## src/rtl/serial_out.sv

```systemverilog
// serial_out: streams feature records from the record RAM one bit per
// handshake, prefetching the next record so records run back to back.
module serial_out #(
  parameter int ADDR_WIDTH   = 12,
  parameter int MAX_FEATURES = 15,
  parameter int LENGTH       = 16,
  parameter int DATA_WIDTH   = LENGTH * (MAX_FEATURES + 1)
) (
  input  logic                  CLK,
  input  logic                  RST,
  input  logic                  start,
  input  logic [ADDR_WIDTH-1:0] num_dp,
  input  logic [3:0]            feat,
  output logic                  rd_en,
  output logic [ADDR_WIDTH-1:0] rd_addr,
  input  logic [DATA_WIDTH-1:0] rd_data,
  output logic                  ser,
  output logic                  ser_valid,
  input  logic                  ser_ready,
  output logic                  last,
  output logic                  busy,
  output logic                  done
);

  localparam int CW = $clog2(DATA_WIDTH);
  localparam logic [CW-1:0] LAST_IDX = CW'(DATA_WIDTH - 1);

  typedef enum logic [2:0] {
    IDLE,
    FETCH,
    WAIT,
    SHIFT,
    DONE
  } state_t;

  state_t                  state_q, state_d;
  logic [ADDR_WIDTH-1:0]   num_dp_q, num_dp_d;
  logic [3:0]              feat_q, feat_d;
  logic                    rd_en_q, rd_en_d;
  logic [ADDR_WIDTH-1:0]   rd_addr_q, rd_addr_d;
  logic [DATA_WIDTH-1:0]   sreg_q, sreg_d;
  logic [DATA_WIDTH-1:0]   nbuf_q, nbuf_d;
  logic                    nvld_q, nvld_d;
  logic                    cap_q, cap_d;
  logic [CW-1:0]           cnt_q, cnt_d;
  logic [ADDR_WIDTH-1:0]   rec_q, rec_d;
  logic                    done_q, done_d;

  logic [CW-1:0]           init;
  logic [ADDR_WIDTH:0]     rec_p2;

  assign init   = CW'(DATA_WIDTH - LENGTH * (int'(feat_q) + 1));
  assign rec_p2 = {1'b0, rec_q} + (ADDR_WIDTH+1)'(2);

  always_ff @(posedge CLK) begin
    if (!RST) begin
      state_q   <= IDLE;
      num_dp_q  <= '0;
      feat_q    <= '0;
      rd_en_q   <= 1'b0;
      rd_addr_q <= '0;
      sreg_q    <= '0;
      nbuf_q    <= '0;
      nvld_q    <= 1'b0;
      cap_q     <= 1'b0;
      cnt_q     <= '0;
      rec_q     <= '0;
      done_q    <= 1'b0;
    end else begin
      state_q   <= state_d;
      num_dp_q  <= num_dp_d;
      feat_q    <= feat_d;
      rd_en_q   <= rd_en_d;
      rd_addr_q <= rd_addr_d;
      sreg_q    <= sreg_d;
      nbuf_q    <= nbuf_d;
      nvld_q    <= nvld_d;
      cap_q     <= cap_d;
      cnt_q     <= cnt_d;
      rec_q     <= rec_d;
      done_q    <= done_d;
    end
  end

  always_comb begin
    state_d   = state_q;
    num_dp_d  = num_dp_q;
    feat_d    = feat_q;
    rd_en_d   = 1'b0;
    rd_addr_d = rd_addr_q;
    sreg_d    = sreg_q;
    nbuf_d    = nbuf_q;
    nvld_d    = nvld_q;
    cnt_d     = cnt_q;
    rec_d     = rec_q;
    done_d    = done_q;
    // a prefetch read issued last cycle returns its data now
    cap_d     = rd_en_q && (state_q == SHIFT);
    if (cap_q) begin
      nbuf_d = rd_data;
      nvld_d = 1'b1;
    end
    unique case (state_q)
      IDLE, DONE: begin
        if (start) begin
          num_dp_d = num_dp;
          feat_d   = feat;
          done_d   = 1'b0;
          if (num_dp == '0) begin
            state_d = DONE;
            done_d  = 1'b1;
          end else begin
            state_d   = FETCH;
            rd_en_d   = 1'b1;
            rd_addr_d = '0;
          end
        end
      end
      FETCH: state_d = WAIT;
      WAIT: begin
        sreg_d  = rd_data;
        cnt_d   = init;
        rec_d   = '0;
        nvld_d  = 1'b0;
        state_d = SHIFT;
        if (num_dp_q > ADDR_WIDTH'(1)) begin
          rd_en_d   = 1'b1;
          rd_addr_d = ADDR_WIDTH'(1);
        end
      end
      SHIFT: begin
        if (ser_ready) begin
          if (cnt_q != LAST_IDX) begin
            cnt_d = cnt_q + CW'(1);
          end else if (nvld_q) begin
            sreg_d = nbuf_q;
            cnt_d  = init;
            nvld_d = 1'b0;
            rec_d  = rec_q + ADDR_WIDTH'(1);
            if (rec_p2 < {1'b0, num_dp_q}) begin
              rd_en_d   = 1'b1;
              rd_addr_d = rec_p2[ADDR_WIDTH-1:0];
            end
          end else begin
            state_d = DONE;
            done_d  = 1'b1;
          end
        end
      end
      default: state_d = IDLE;
    endcase
  end

  assign rd_en     = rd_en_q;
  assign rd_addr   = rd_addr_q;
  assign ser_valid = (state_q == SHIFT);
  assign ser       = ser_valid & sreg_q[cnt_q];
  assign busy      = (state_q == FETCH) || (state_q == WAIT)
                   || (state_q == SHIFT);
  assign last      = ser_valid && (cnt_q == LAST_IDX)
                   && (rec_q == num_dp_q - ADDR_WIDTH'(1));
  assign done      = done_q;

endmodule

```

## config.mk

```make
export PLATFORM = sky130hd
export DESIGN_NAME = serial_out
export DESIGN_NICKNAME = d
export VERILOG_FILES = /design/src/rtl/serial_out.sv
export SDC_FILE = /design/constraint.sdc
export NUM_CORES = 1
export LEC_CHECK = 0
export CAP_MARGIN = 20
export CORE_MARGIN = 4
export CORE_UTILIZATION = 61
export CTS_CLUSTER_SIZE = 10
export DETAILED_ROUTE_END_ITERATION = 8
export GPL_TIMING_DRIVEN = 0
export HOLD_SLACK_MARGIN = 0.1
export PLACE_DENSITY = 0.87
export RECOVER_POWER = 50
export SYNTH_ARGS = -nofsm -noshare
export SYNTH_HDL_FRONTEND = slang
export SYNTH_SLANG_ARGS = --single-unit
```

## constraint.sdc

```tcl
create_clock -name CLK -period 4.55 [get_ports CLK]
set_clock_uncertainty 0.05 [all_clocks]
set_input_delay 0.6825 -clock CLK [delete_from_list [all_inputs] [get_ports CLK]]
set_output_delay 0.6825 -clock CLK [all_outputs]
set_load 0.005 [all_outputs]
```

==> Word level (Yosys, flattened, before mapping) <==
Index checks and enable logic that the tools add are counted.
{ "totals": {"register_bits": 567, "inputBits": 276, "output_inout_bits": 18, "wordCells": 102} }
{ "classes": {"addsub": 6, "magnitude_cmp": 3, "eq_ne": 16, "n_mux": 47, "bitwise_logic": 1, "reduce_logical": 17} }
{ "op_table": {"columns": ["operator", "count"], "rows": [
  ["2-to-1 mux 256 bit", 3],
  ["case mux 256 bit (2 select lines)", 1],
  ["2-to-1 mux 12 bit", 10],
  ["case mux 12 bit (3 select lines)", 1],
  ["2-to-1 mux 8 bit", 3],
  ["case mux 12 bit (2 select lines)", 1],
  ["2-to-1 mux 1 bit", 17],
  ["case mux 8 bit (2 select lines)", 1],
  ["2-to-1 mux 3 bit", 5],
  ["adder 12 x 2 -> 13 bit, second input constant", 1],
  ["less-than comparator 13 x 12 -> 1 bit", 1],
  ["adder 12 x 1 -> 12 bit, second input constant", 1],
  ["== test 12 bit", 1],
  ["greater-than comparator 12 x 1 -> 1 bit, second input constant", 1],
  ["zero test 12 bit", 1],
  ["case mux 3 bit (4 select lines)", 1],
  ["subtractor 12 x 1 -> 12 bit, second input constant", 1],
  ["!= test 2 bit, second input constant", 5],
  ["less-than comparator 8 x 9 -> 1 bit, second input constant", 1],
  ["adder 8 x 1 -> 8 bit, second input constant", 1],
  ["binary-select mux 1 bit (select 8 bit)", 1],
  ["== test 8 bit, second input constant", 1],
  ["!= test 8 bit, second input constant", 1],
  ["AND reduction 4 bit", 2],
  ["other kinds (20)", 28]
]} }

==> Logic depth before layout (Yosys ltp) <==
{ "depth": {"ltp_word": 7, "depth_mapped": 14, "mapped_depth_nobuf": 13} }

==> Worst setup path before layout <==
No wires, ideal clock.
{ "synth_path": {"kind": "register to register", "from": "register rec_q[1]", "to": "register rd_addr_q[0] (netlist: rd_addr[0])", "setup_ns": 0.070, "t_arrival_ns": 2.778, "required_ns": 4.430, "slack_ns": 1.651, "path_stages_with_launch": 14, "n_path_buf": 0, "period_less_slack_ns": 2.899, "path_cell_list": "dfxtp_1 -> ha_1 -> nand3_1 -> nor2_1 -> nand3_1 -> xnor2_1 -> ha_1 -> a21o_1 -> nand2_1 -> nand4b_1 -> o31ai_2 -> nand3b_1 -> or4_1 -> a21oi_1"} }
{ "synth_via": {"elab_chain_cells": 4} }
{ "synth_lines": {"columns": ["element", "line_no", "text"], "rows": [
  ["start, declared", "46", "logic [ADDR_WIDTH-1:0] rec_q, rec_d;"],
  ["start signal, assigned", "80", "rec_q <= rec_d;"],
  ["adder 12 x 2 -> 13 bit", "53", "assign rec_p2 = {1'b0, rec_q} + (ADDR_WIDTH+1)'(2);"],
  ["less-than comparator 13 x 12 -> 1 bit", "140", "if (rec_p2 < {1'b0, num_dp_q}) begin"],
  ["!= test 2 x 1 -> 1 bit (no source line)", null, null],
  ["AND reduction 8 bit (no source line)", null, null],
  ["end signal, assigned", "74", "rd_addr_q <= rd_addr_d;"],
  ["end, declared", "40", "logic [ADDR_WIDTH-1:0] rd_addr_q, rd_addr_d;"]
]} }
Every way passes these cells.
A chain may end at the register's enable or synchronous reset.

==> Worst setup path after layout <==
{ "layout_path": {"from": "register cnt_q[1]", "to": "output ser"} }
{ "layout_via": {"elab_chain_cells": 3} }
{ "layout_lines": {"columns": ["element", "line_no", "text"], "rows": [
  ["start, declared", "45", "logic [CW-1:0] cnt_q, cnt_d;"],
  ["start signal, assigned", "79", "cnt_q <= cnt_d;"],
  ["binary-select mux 1 bit (select 8 bit)", "157", "assign ser = ser_valid & sreg_q[cnt_q];"],
  ["2-to-1 mux 1 bit (implied by the code)", "157", null],
  ["bitwise AND 1 bit", "157", null],
  ["end, declared", "17", "output logic ser,"]
]} }
Every way passes these cells. The select of a mux whose other input is x is not followed.

==> results.yml <==
run_status:
  status: "finished clean"
drt:
  drt_iter0_markers: 2380
  num_vias: 23300
  wire_per_inst_um: 20.8
  dr.pass1.iters: 6
  drc_errors: 0
  postRouteAntennaNets: 0
  vias_per_cell: 6.18
  routed_wl_um: 78200
floorplan:
  initial_core_util_pct: 61.7
  fp-row-count: 74
  die_w_um: 211
  dieArea_um2: 44500
  core_area_um2: 40700
  fp.dieH_um: 211
  ios: 294
critical_path:
  crit_type: "reg2out"
  cp_max_fo: 10
  rr_worst_depth: 8
  crit_required_ns: 3.82
  cp-start-kind: "flop"
  crit_path_end_kind: "output pin"
  arrival_ns: 3.78
  r2r-start: "cnt_q[1]$_SDFFE_PN0P_"
  cp-startpoint: "cnt_q[1]$_SDFFE_PN0P_"
timing:
  slew_headroom_pct: 24.3
  hold_viol: 0
  final.min_clock_period_ns: 4.51
  max_slew.worst_pin.slew_ns: 1.13
  rsz0062_at_grt: "no"
  period_share_pct: 99.2
  drv_slew: 0
  worst_hold_slack_ns: 0.424
  finalSetupViolCount: 0
  tns_ns: 0
  max_freq_mhz: 221
placed_design:
  gp_routability_congestion: 0.916
  place_inst: 3674
  numPortBuffers: 292
  dpl.hpwl_um: 55700
logic_synthesis:
  yosys_warnings: 0
  synthCells: 2850
  synth_ff_type: "dfxtp_1"
  ys_async_sr_fraction_pct: 0
  synth_seq_cells: 567
  synth.yosys.seq_area_share_pct: 45.2
  ys_types: 60
  syn_area_per_cell_um2: 8.81
  synth_edf_count: 0
  synth_nets: 3144
  synth_area_um2: 25100
pwr:
  power_leakage_uw: 0.0107
  powerDensity_nw_per_um2: 381
  ir_drop_mv: 0.287
layout:
  drive_gt1_share_pct: 6.34
  syn_to_final_growth_pct: 21.9
  final_cells: 3766
  nets: 3505
  fillCellCount: 2818
min_path:
  hold_class: "reg2reg"
  hp-start: "rd_addr[6]$_SDFFE_PN0P_"
  whs_path_depth: 2
clock_tree:
  clock_sinks: 567
  clkTransAtPathRegs_ns: 0.05
  numCtsBuffers: 67
  clockRootBuffer: "clkbuf_16"
  insertion_delay_ns: 0.58
  clock_path_buffers: 3
  cts_htree_levels: 3
  postCtsSetupRepairBufs: 0
  cts_tree: "done"
global_route:
  grt_pass1_vias: 22900
  grt_pass1_wl_um: 121000
  antenna_found_initial: 23
  grt_max_degree: 11
  grt.total_usage_pct: 33.6
  grt_overflow: 0
job:
  drv_cap: 0
## layout by cell type (no fill, tap or decap), types with 21 or more instances in the layout
cell and instances:
clkdlybuf4s50_1 278, dfxtp_1 565, nor2_1 551, clkbuf_16 69, mux4_2 53, o21ai_0 34
nand2_1 586, a21oi_1 57, buf_2 48, clkbuf_1 179, a311oi_1 257, mux2i_1 271
nand3_1 21
## metal layers
metal	wire, µm	track usage [%]	vias up
met2	36600	55.8	1252
met1	29500	40.9	11000
met4	4000	16.5	24
met5	167	0	-
li1	-	-	10700
met3	7920	8.53	293
## worst paths after layout
path,slack (ns),end
max,0.04,ser
min,0.42,rd_addr[6]$_SDFFE_PN0P_
max reg2reg,1.03,sreg_q[195]$_SDFFE_PN0P_
min reg2reg,0.42,rd_addr[6]$_SDFFE_PN0P_
## stage by stage
step	setup WS (ns)	cell area, µm²	util (%)	total power, µW
after floorplan	1.65	25100	-	6380
after global placement	0.252	28700	70.5	6970
after detailed placement	0.209	28700	70.5	7030
after CTS	0.000953	30600	75.0	11600
after global routing	0.0129	30600	75.1	12000
final	0.0351	30600	75.2	11700
## sequential cells by signal, summed over array words and instances, names as in the netlist
signal    cells
nbuf_q      256
sreg_q      256
num_dp_q     12
rd_addr      12
rec_q        12
cnt_q         8
feat_q        4
state_q       3
cap_q         1
done          1
nvld_q        1
rd_en         1
## where the power goes
| group | internal (µW) | leakage, µW | switching [µW] |
|---|---|---|---|
| Sequential | 5230 | 0.00460 | 153 |
| Combinational | 716 | 0.00521 | 891 |
| Clock | 2730 | 0.000884 | 1960 |
| Total | 8670 | 0.0107 | 3000 |
## final cells by class
type	instances	area (µm²)	share of cell area (%)
diodes	15	37.5	0.123
plain buffers	249	1120	3.65
clock buffers	74	1780	5.80
clock inverters	3	25.0	0.0817
inverters	20	75.1	0.245
multi-input cells	2014	12600	41.3
flip-flops and latches	567	11400	37.1
well taps	532	666	2.17
repair buffers	292	2920	9.55
## timing repair
action	CTS	global route
gates cloned	0	0
gates resized for setup	17	11
setup endpoints to repair	1	1
hold buffers	0	0
## Yosys cell counts, drive strengths merged, types with 3 or more instances
master | number | share of area, %
clkbuf | 154 | 2.3
or3 | 5 | 0.12
nor3 | 10 | 0.20
dfxtp | 567 | 45
a22oi | 7 | 0.21
inv | 20 | 0.30
nand3b | 3 | 0.090
mux4 | 63 | 5.8
nor2b | 7 | 0.17
nor4 | 7 | 0.17
nand4 | 18 | 0.45
o211ai | 4 | 0.12
and3 | 5 | 0.12
nand2 | 586 | 8.8
a311oi | 257 | 9.0
mux2i | 271 | 11
and2 | 3 | 0.075
ha | 18 | 0.90
a21oi | 57 | 1.1
o21ai | 37 | 0.74
nand3 | 21 | 0.44
nand2b | 4 | 0.10
xor2 | 15 | 0.52
a21o | 4 | 0.12
nor2 | 551 | 8.2
a31oi | 7 | 0.17
buf | 95 | 1.9
xnor2 | 17 | 0.59
a211oi | 4 | 0.12
a221oi | 7 | 0.24
## critical path: stages, from the launching register on
cell and delay (ns):
dfxtp_2 0.46, buf_4 0.29, buf_4 0.31, buf_4 0.32, mux4_2 0.26, mux2i_1 0.09
nand2_1 0.12, o21ai_0 0.10, o2111ai_1 0.21, nand4_1 0.11, o2bb2ai_1 0.35, clkdlybuf4s50_1 0.58
## logic make-up after synthesis
group                    share of synthesized area (%)
buffers and inverters                             4.53
AND/OR/NAND/NOR                                   19.2
AO/OA/AOI/OAI                                     12.4
XOR/XNOR                                          1.12
flip-flops                                        45.2
multiplexers                                      16.7
adder cells (fa/ha/maj)                          0.897
Power figures use the tool's default switching activity.
==> variant, RTL diff (same flow settings) <==
Change the parameter `MAX_FEATURES` from 15 to 16.
--- a/src/rtl/serial_out.sv
+++ b/src/rtl/serial_out.sv
@@ -3,5 +3,5 @@
 module serial_out #(
   parameter int ADDR_WIDTH   = 12,
-  parameter int MAX_FEATURES = 15,
+  parameter int MAX_FEATURES = 16,
   parameter int LENGTH       = 16,
   parameter int DATA_WIDTH   = LENGTH * (MAX_FEATURES + 1)
Ports: changed (resized rd_data); port bits go from 294 to 310. The function was not compared with the original's and may differ.
==> variant against the original RTL <==
Sequential share of layout area shrank 1.8 points; register-to-register slack worse by 0.07 ns; synthesized area increased by 12%; final area up 11%; setup slack improved by 0.14 ns; wire length is 11% higher; sequential cell count up 33; global-route usage hardly changed; total power grew 9.3%; clock power rose by 6.6%; largest cell class unchanged.
==> variant: results (changes against the original RTL) <==
| Metric | Value |
|---|---|
| Critical path endpoint | `last (was ser)` |
| Vias post-DR | `24.90k (was 23.29k)` |
| Grt met2 use | `56.35% (was 55.78%)` |
| FILL cells | `3,077 (was 2,818)` |
| DR vias/cell | `6.178 (was 6.184)` |
| Status | `finished clean (unchanged)` |
| First-pass GRT wire length | `134,600 µm (was 120,500 µm)` |
| Peak VDD IR | `0.2735 mV (was 0.2870 mV)` |
| Nets | `3,712 (was 3,505)` |
| Wl on met1 | `34,130 µm (was 29,490 µm)` |
| Final Cell Area | `34,010 µm² (was 30,620 µm²)` |
| Critical Path Slowest Stage Cell | `or4_1 (was clkdlybuf4s50_1)` |
| Placement Cell Area | `31,920 µm² (was 28,710 µm²)` |
| Met3 WL | `7007 µm (was 7923 µm)` |
| Worst Slack Setup Final | `0.1769 ns (was 0.03509 ns)` |
| Synth cell count leaders | `nand2_1, dfxtp_1, mux2i_1 (was nand2_1, dfxtp_1, nor2_1)` |
| Number of global-route vias before repair | `25.00k (was 22.89k)` |
| Synth Net Count | `3,332 (was 3,144)` |
| Tap cells | `600 (was 532)` |
| Antenna violations before repair | `24 (was 23)` |
| Largest net degree at the start of global routing | `16 (was 11)` |
| Clkbuf count | `82 (was 74)` |
| Terminus of the critical flop-to-flop path | `rd_addr[6] (was sreg_q[195])` |
| Cells taking the most area after synthesis | `dfxtp_1, mux2i_1, o211a_1 (was dfxtp_1, mux2i_1, a311oi_1)` |
| Worst path top cell family by delay | `simple AND/OR/NAND/NOR gates (was buffers and inverters)` |
| Reg-to-reg slack, setup | `0.96 ns (was 1.03 ns)` |
| Mapped Cells | `3,021 (was 2,850)` |
| FF+latch area | `12,010 µm² (was 11,350 µm²)` |
| Port Buffers | `308 (was 292)` |
| Layout cells sized above 1 | `6.766% (was 6.337%)` |
| NonClk Buf Share | `12.71% (was 13.20%)` |
| Largest registers | `nbuf_q x272, sreg_q x272 (was nbuf_q x256, sreg_q x256)` |
| CTS Buf Count | `70 (was 67)` |
| Sequential share of the synthesized area | `42.81% (was 45.19%)` |
| GPL Wtd Cong | `0.9188 (was 0.9161)` |
[variant: cell types whose count changed after synthesis, sizes merged, moves of 25 or more]
cell	before	now
nand2	586	637
nor2	551	40
buf	95	120
a21oi	57	21
nand3	21	297
a311oi	257	1
dfxtp	567	600
mux2i	271	305
o211a	1	272
nor2b	7	283
[variant: worst min path at each step]
stage	end	start	slack, ns	depth (start not counted)
2_1_floorplan	rd_addr[10]	rd_addr[10]	0.40	2
3_3_place_gp	rd_addr[6]	rd_addr[6]	0.40	2
3_5_place_dp	rd_addr[7]	rd_addr[7]	0.40	2
4_1_cts	rd_addr[7]	rd_addr[7]	0.41	2
5_1_grt	rd_addr[2]	rd_addr[2]	0.42	2
6_report	rd_addr[7]	rd_addr[7]	0.40	2
[variant: power by group through the flow]
| stage | Combinational (mW) | Clock [mW] | Sequential (mW) |
|---|---|---|---|
| global placement | 1.85 | 0 | 5.86 |
| finish | 1.98 | 4.99 | 5.79 |
| CTS | 1.94 | 5.01 | 5.78 |
| floorplan | 1.21 | 0 | 5.82 |
| global route | 2.11 | 5.22 | 5.81 |
| detailed placement | 1.91 | 0 | 5.89 |
[variant: what timing repair did]
item / 4_1_cts / 5_1_grt
buffers inserted: 0 / 0
setup endpoints to repair: 2 / 2
gates resized for setup: 29 / 15
pin swaps: 0 / 2
[variant: logic make-up after synthesis]
logic type / synth area share, %
compound gates: 12.83
xor+xnor: 1.186
fa+ha+maj: 0.8474
buf+inv: 4.393
flops: 42.81
mux: 15.89
simple gates: 22.05
[variant: tightest hold or removal path, delay by kind of cell, from the launching register on]
kind          cells  cell delay (ns)
simple gates      1             0.05
flops             1             0.30
mux               1             0.05
